**src/rtl/sram_arbiter.sv**
```systemverilog
// Two-master arbiter sharing one single-port synchronous SRAM; ties are broken round-robin.
// Define SRAM_ARB_FIXED_PRIO_EN to make master 0 win every tie instead.
module sram_arbiter #(
  parameter int ADDR_WIDTH = 4,
  parameter int WORD_WIDTH = 8,
  parameter int WRITE_WAIT = 1,
  parameter int READ_WAIT  = 2
) (
  input  logic                  hclk,
  input  logic                  hresetn,
  input  logic                  m0_req,
  input  logic                  m0_write,
  input  logic [ADDR_WIDTH-1:0] m0_addr,
  input  logic [WORD_WIDTH-1:0] m0_wdata,
  output logic                  m0_ready,
  output logic [WORD_WIDTH-1:0] m0_rdata,
  input  logic                  m1_req,
  input  logic                  m1_write,
  input  logic [ADDR_WIDTH-1:0] m1_addr,
  input  logic [WORD_WIDTH-1:0] m1_wdata,
  output logic                  m1_ready,
  output logic [WORD_WIDTH-1:0] m1_rdata,
  output logic                  sram_clk,
  output logic [ADDR_WIDTH-1:0] sram_addr,
  output logic [WORD_WIDTH-1:0] sram_din,
  output logic                  sram_we,
  input  logic [WORD_WIDTH-1:0] sram_dout,
  output logic                  busy
);

  typedef enum logic [1:0] {IDLE = 2'd0, ACCESS = 2'd1, DONE = 2'd2} state_t;

  localparam logic [3:0] WriteLast = 4'(WRITE_WAIT - 1);
  localparam logic [3:0] ReadLast  = 4'(READ_WAIT - 1);

  state_t                state_q;
  logic [3:0]            waitCnt_q;
  logic                  dir_q;
  logic                  grant_q;
  logic                  lastGrant_q;
  logic [ADDR_WIDTH-1:0] addr_q;
  logic [WORD_WIDTH-1:0] din_q;
  logic [WORD_WIDTH-1:0] m0Rdata_q;
  logic [WORD_WIDTH-1:0] m1Rdata_q;
  logic                  we_q;
  logic                  m0Ready_q;
  logic                  m1Ready_q;
  logic                  busy_q;

  logic                  anyReq;
  logic                  winner_d;
  logic                  selWrite;
  logic [ADDR_WIDTH-1:0] selAddr;
  logic [WORD_WIDTH-1:0] selWdata;
  logic                  accessLast;

  always_comb begin
    anyReq = m0_req | m1_req;
`ifdef SRAM_ARB_FIXED_PRIO_EN
    winner_d = ~m0_req;
`else
    // A lone requester always wins; on a tie the master not served last goes next.
    if (m0_req && m1_req) winner_d = ~lastGrant_q;
    else                  winner_d = ~m0_req;
`endif
    selWrite   = winner_d ? m1_write : m0_write;
    selAddr    = winner_d ? m1_addr  : m0_addr;
    selWdata   = winner_d ? m1_wdata : m0_wdata;
    accessLast = (waitCnt_q == (dir_q ? WriteLast : ReadLast));
  end

  always_ff @(posedge hclk or negedge hresetn) begin
    if (!hresetn) begin
      state_q     <= IDLE;
      waitCnt_q   <= 4'd0;
      dir_q       <= 1'b0;
      grant_q     <= 1'b0;
      lastGrant_q <= 1'b1;
      addr_q      <= '0;
      din_q       <= '0;
      m0Rdata_q   <= '0;
      m1Rdata_q   <= '0;
      we_q        <= 1'b1;
      m0Ready_q   <= 1'b0;
      m1Ready_q   <= 1'b0;
      busy_q      <= 1'b0;
    end else begin
      case (state_q)
        IDLE: begin
          if (anyReq) begin
            addr_q      <= selAddr;
            din_q       <= selWdata;
            dir_q       <= selWrite;
            grant_q     <= winner_d;
            lastGrant_q <= winner_d;
            waitCnt_q   <= 4'd0;
            we_q        <= ~selWrite;
            busy_q      <= 1'b1;
            state_q     <= ACCESS;
          end
        end
        ACCESS: begin
          waitCnt_q <= waitCnt_q + 4'd1;
          // Read data is taken from the SRAM on the same edge that ends the access.
          if (accessLast) begin
            we_q    <= 1'b1;
            state_q <= DONE;
            if (grant_q) begin
              m1Ready_q <= 1'b1;
              if (!dir_q) m1Rdata_q <= sram_dout;
            end else begin
              m0Ready_q <= 1'b1;
              if (!dir_q) m0Rdata_q <= sram_dout;
            end
          end
        end
        DONE: begin
          m0Ready_q <= 1'b0;
          m1Ready_q <= 1'b0;
          busy_q    <= 1'b0;
          state_q   <= IDLE;
        end
        default: state_q <= IDLE;
      endcase
    end
  end

  assign sram_clk  = hclk;
  assign sram_addr = addr_q;
  assign sram_din  = din_q;
  assign sram_we   = we_q;
  assign m0_ready  = m0Ready_q;
  assign m1_ready  = m1Ready_q;
  assign m0_rdata  = m0Rdata_q;
  assign m1_rdata  = m1Rdata_q;
  assign busy      = busy_q;

endmodule

```
**config.mk**
```make
export PLATFORM = sky130hd
export DESIGN_NAME = sram_arbiter
export DESIGN_NICKNAME = d
export VERILOG_FILES = /design/src/rtl/sram_arbiter.sv
export SDC_FILE = /design/constraint.sdc
export NUM_CORES = 1
export LEC_CHECK = 0
export BUFFER_PORTS_ARGS = -buffer_cell sky130_fd_sc_hd__buf_2
export CORE_MARGIN = 4
export CORE_UTILIZATION = 45
export CTS_BUF_LIST = sky130_fd_sc_hd__clkbuf_16
export DETAILED_ROUTE_END_ITERATION = 12
export HOLD_SLACK_MARGIN = 0.05
export PLACE_DENSITY_LB_ADDON = 0.25
export SYNTH_ARGS = -nofsm -noshare
export SYNTH_HDL_FRONTEND = slang
export SYNTH_SLANG_ARGS = --single-unit
```
**constraint.sdc**
```tcl
create_clock -name hclk -period 2.15 [get_ports hclk]
set_input_delay 0.1075 -clock hclk [delete_from_list [all_inputs] [get_ports hclk]]
set_output_delay 0.1075 -clock hclk [all_outputs]
set_load 0.005 [all_outputs]
```
==> flow_summary.json <==
{
  "place_congestion": 0.8483,
  "postRouteAntennaNets": 0,
  "finalSetupViolations": 0,
  "rr_worst_depth": 5,
  "drive_gt1_frac": 0.4219,
  "end_kind": "register",
  "grt_util_met2": 0.3131,
  "slew_viol_final": 0,
  "yosys.area.top_type": "dfrtp_1",
  "route.detailed.drc": 0,
  "post-dp-hpwl_um": 2809,
  "grtUsageMet3": 0.05114,
  "synth_cells": 143,
  "ys_seq_area_frac": 0.5756,
  "rsz0062_at_grt": "false",
  "grt_util_all_layers": 0.1894,
  "dr.first_iter.drc_count": 60,
  "required_ns": 2.42,
  "min_period_ns": 1.831,
  "layout_common_cells": "buf_2 (70), dfrtp_1 (39), dlygate4sd3_1 (35)",
  "powerDensity_nw_per_um2": 1349,
  "antenna_found_initial": 0,
  "outcome": "completed",
  "r2r_setup_slack_ns": 0.32,
  "io_buffers": 70,
  "worst_pin_slew_ns": 0.8947,
  "r2r-start": "lastGrant_q",
  "die_h_um": 71.01,
  "ios": 71,
  "die_w_um": 71.01,
  "firstDrtPassIters": 4,
  "hold_path_class": "in -> reg",
  "start_util": 0.4773,
  "nNetsFinal": 294,
  "grt_pass1_wl_um": 7320,
  "max_freq_ghz": 0.5461,
  "rows": 22,
  "core_um2": 3744,
  "vias": 1499,
  "timing.slew.headroom": 0.4036,
  "max-vdd-ir-drop_mv": 0.6365,
  "fin_setup_tns_ns": 0,
  "synth_area_per_cell_um2": 12.49,
  "grt.busiest_layer": "met2",
  "met1_usage": 0.2176,
  "overflow": 0,
  "place_ws_ns": 0.3364,
  "area_growth_pct": 55.39,
  "yosysWarnings": 0,
  "endpoint": "sram_addr[0]",
  "yosysUniqueCellTypes": 28,
  "wl_um": 4299,
  "antenna_cells": 0,
  "crit_path_start_kind": "register",
  "path_clk_slew_ns": 0.05,
  "wl_per_cell_um": 14.14,
  "grt_pass1_vias": 1584,
  "syn_nets": 182,
  "grt_max_degree": 42,
  "synth_area_leaders": "dfrtp_1 (55%), mux2_2 (6.9%), mux2i_1 (6.7%), mux2_4 (6.7%), o21ai_0 (5.6%)",
  "p_leak_nw": 1.415,
  "cts_tree": "done",
  "drv_cap": 0,
  "path_class": "reg -> reg",
  "crit_arrival_ns": 2.10,
  "dieArea_um2": 5042,
  "synth_seq_cells": 41,
  "layout_commonest_cell": "buf_2",
  "hold_viol_final": 0,
  "cts_setup_buffers": 0,
  "period_share": 0.8518,
  "fin_skew_ns": 0.004354,
  "netlist.area_leader.share": 0.5462,
  "timing.rr.end": "sram_addr[0]",
  "viasPerCell": 4.931,
  "worstSetupStartpoint": "lastGrant_q",
  "clk_latency_ns": 0.39,
  "setup_slack_ns": 0.3187,
  "cp_max_fo": 13,
  "syn_area_um2": 1787
}
worst min-delay path by stage:
| stage | cells past startpoint | to | startpoint |
|---|---|---|---|
| after global placement | 1 | sram_clk | hclk |
| after detailed placement | 1 | sram_clk | hclk |
| after CTS | 3 | dir_q | m0_write |
| final | 3 | dir_q | m0_write |
| after floorplan | 0 | busy | hresetn |
| after global routing | 3 | dir_q | m0_write |
per-stage QoR:
stage | hold slack (ns) | total power [W] | util | std cells | instance area (um2)
CTS | 0.1181 | 0.003780 | 0.7416 | 304 | 2776
floorplan | -0.1881 | 0.002099 | - | 143 | 1787
finish | 0.1151 | 0.003744 | 0.7416 | 304 | 2776
global route | 0.1304 | 0.003995 | 0.7416 | 304 | 2776
global placement | 0.1904 | 0.002540 | 0.5846 | 258 | 2188
detailed placement | 0.1904 | 0.002594 | 0.5846 | 258 | 2188
cell usage after synthesis:
library cell	n
dfrtp_1	39
o21ai_0	20
nand2_1	16
mux2i_1	12
mux2_2	11
mux2_4	8
inv_1	4
nor2_1	4
clkbuf_1	3
a21oi_1	2
a22o_1	2
buf_4	2
dfstp_2	2
nand2b_1	2
nor3_1	2
o21ai_1	2
a21o_1	1
a31oi_1	1
a32o_1	1
buf_2	1
buf_6	1
ha_1	1
nand3_1	1
nor4_4	1
o31ai_1	1
or3_4	1
or4_4	1
xnor2_1	1
layer usage:
metal	wire, um	vias up	part of all wire
met5	0	-	0
met3	259	10	0.060
met4	88	0	0.020
met1	1758	711	0.41
met2	2192	50	0.51
li1	-	728	-
cells by family (layout without fill, tap and decap cells):
family	after synthesis	in the layout	share of synthesized area
flops	41	41	0.5756
mux	31	31	0.2038
compound gates	30	30	0.09455
simple gates	28	28	0.08193
buf+inv	11	124	0.03220
fa+ha+maj	1	1	0.007002
xor+xnor	1	1	0.004903
state kept, by name, indices dropped and copies added, names as in the netlist:
register     count
m0_rdata         8
m1_rdata         8
sram_din         8
sram_addr        4
waitCnt_q        4
state_q          2
busy             1
dir_q            1
grant_q          1
lastGrant_q      1
m0_ready         1
m1_ready         1
sram_we          1
what timing repair did:
action / CTS / global route
hold buffers: 35 / 0
gates resized for setup: 0 / 0
endpoints found under the hold margin: 68 / 0
where the power goes:
group / total, W / internal [W] / switching, W
combinational: 0.00128 / 0.000694 / 0.000583
clock: 0.00111 / 0.000788 / 0.000318
sequential: 0.00136 / 0.00114 / 0.000219
worst max-delay path: stages (launching register included):
cell           delay (ns)
dfstp_2              0.37
o21ai_1              0.18
buf_4                0.28
mux2i_1              0.23
dlygate4sd3_1        0.58
o21ai_0              0.07
layout make-up:
class                           count  area, um2
Multi-Input combinational cell     91      704.4
Fill cell                         273      967.2
Tap cell                           48      60.06
Sequential cell                    41       1028
Inverter                            4      15.01
Clock inverter                      3      37.54
Clock buffer                        9      205.2
Timing Repair Buffer              108      725.7
No activity file was read; power rests on OpenSTA's default activity.
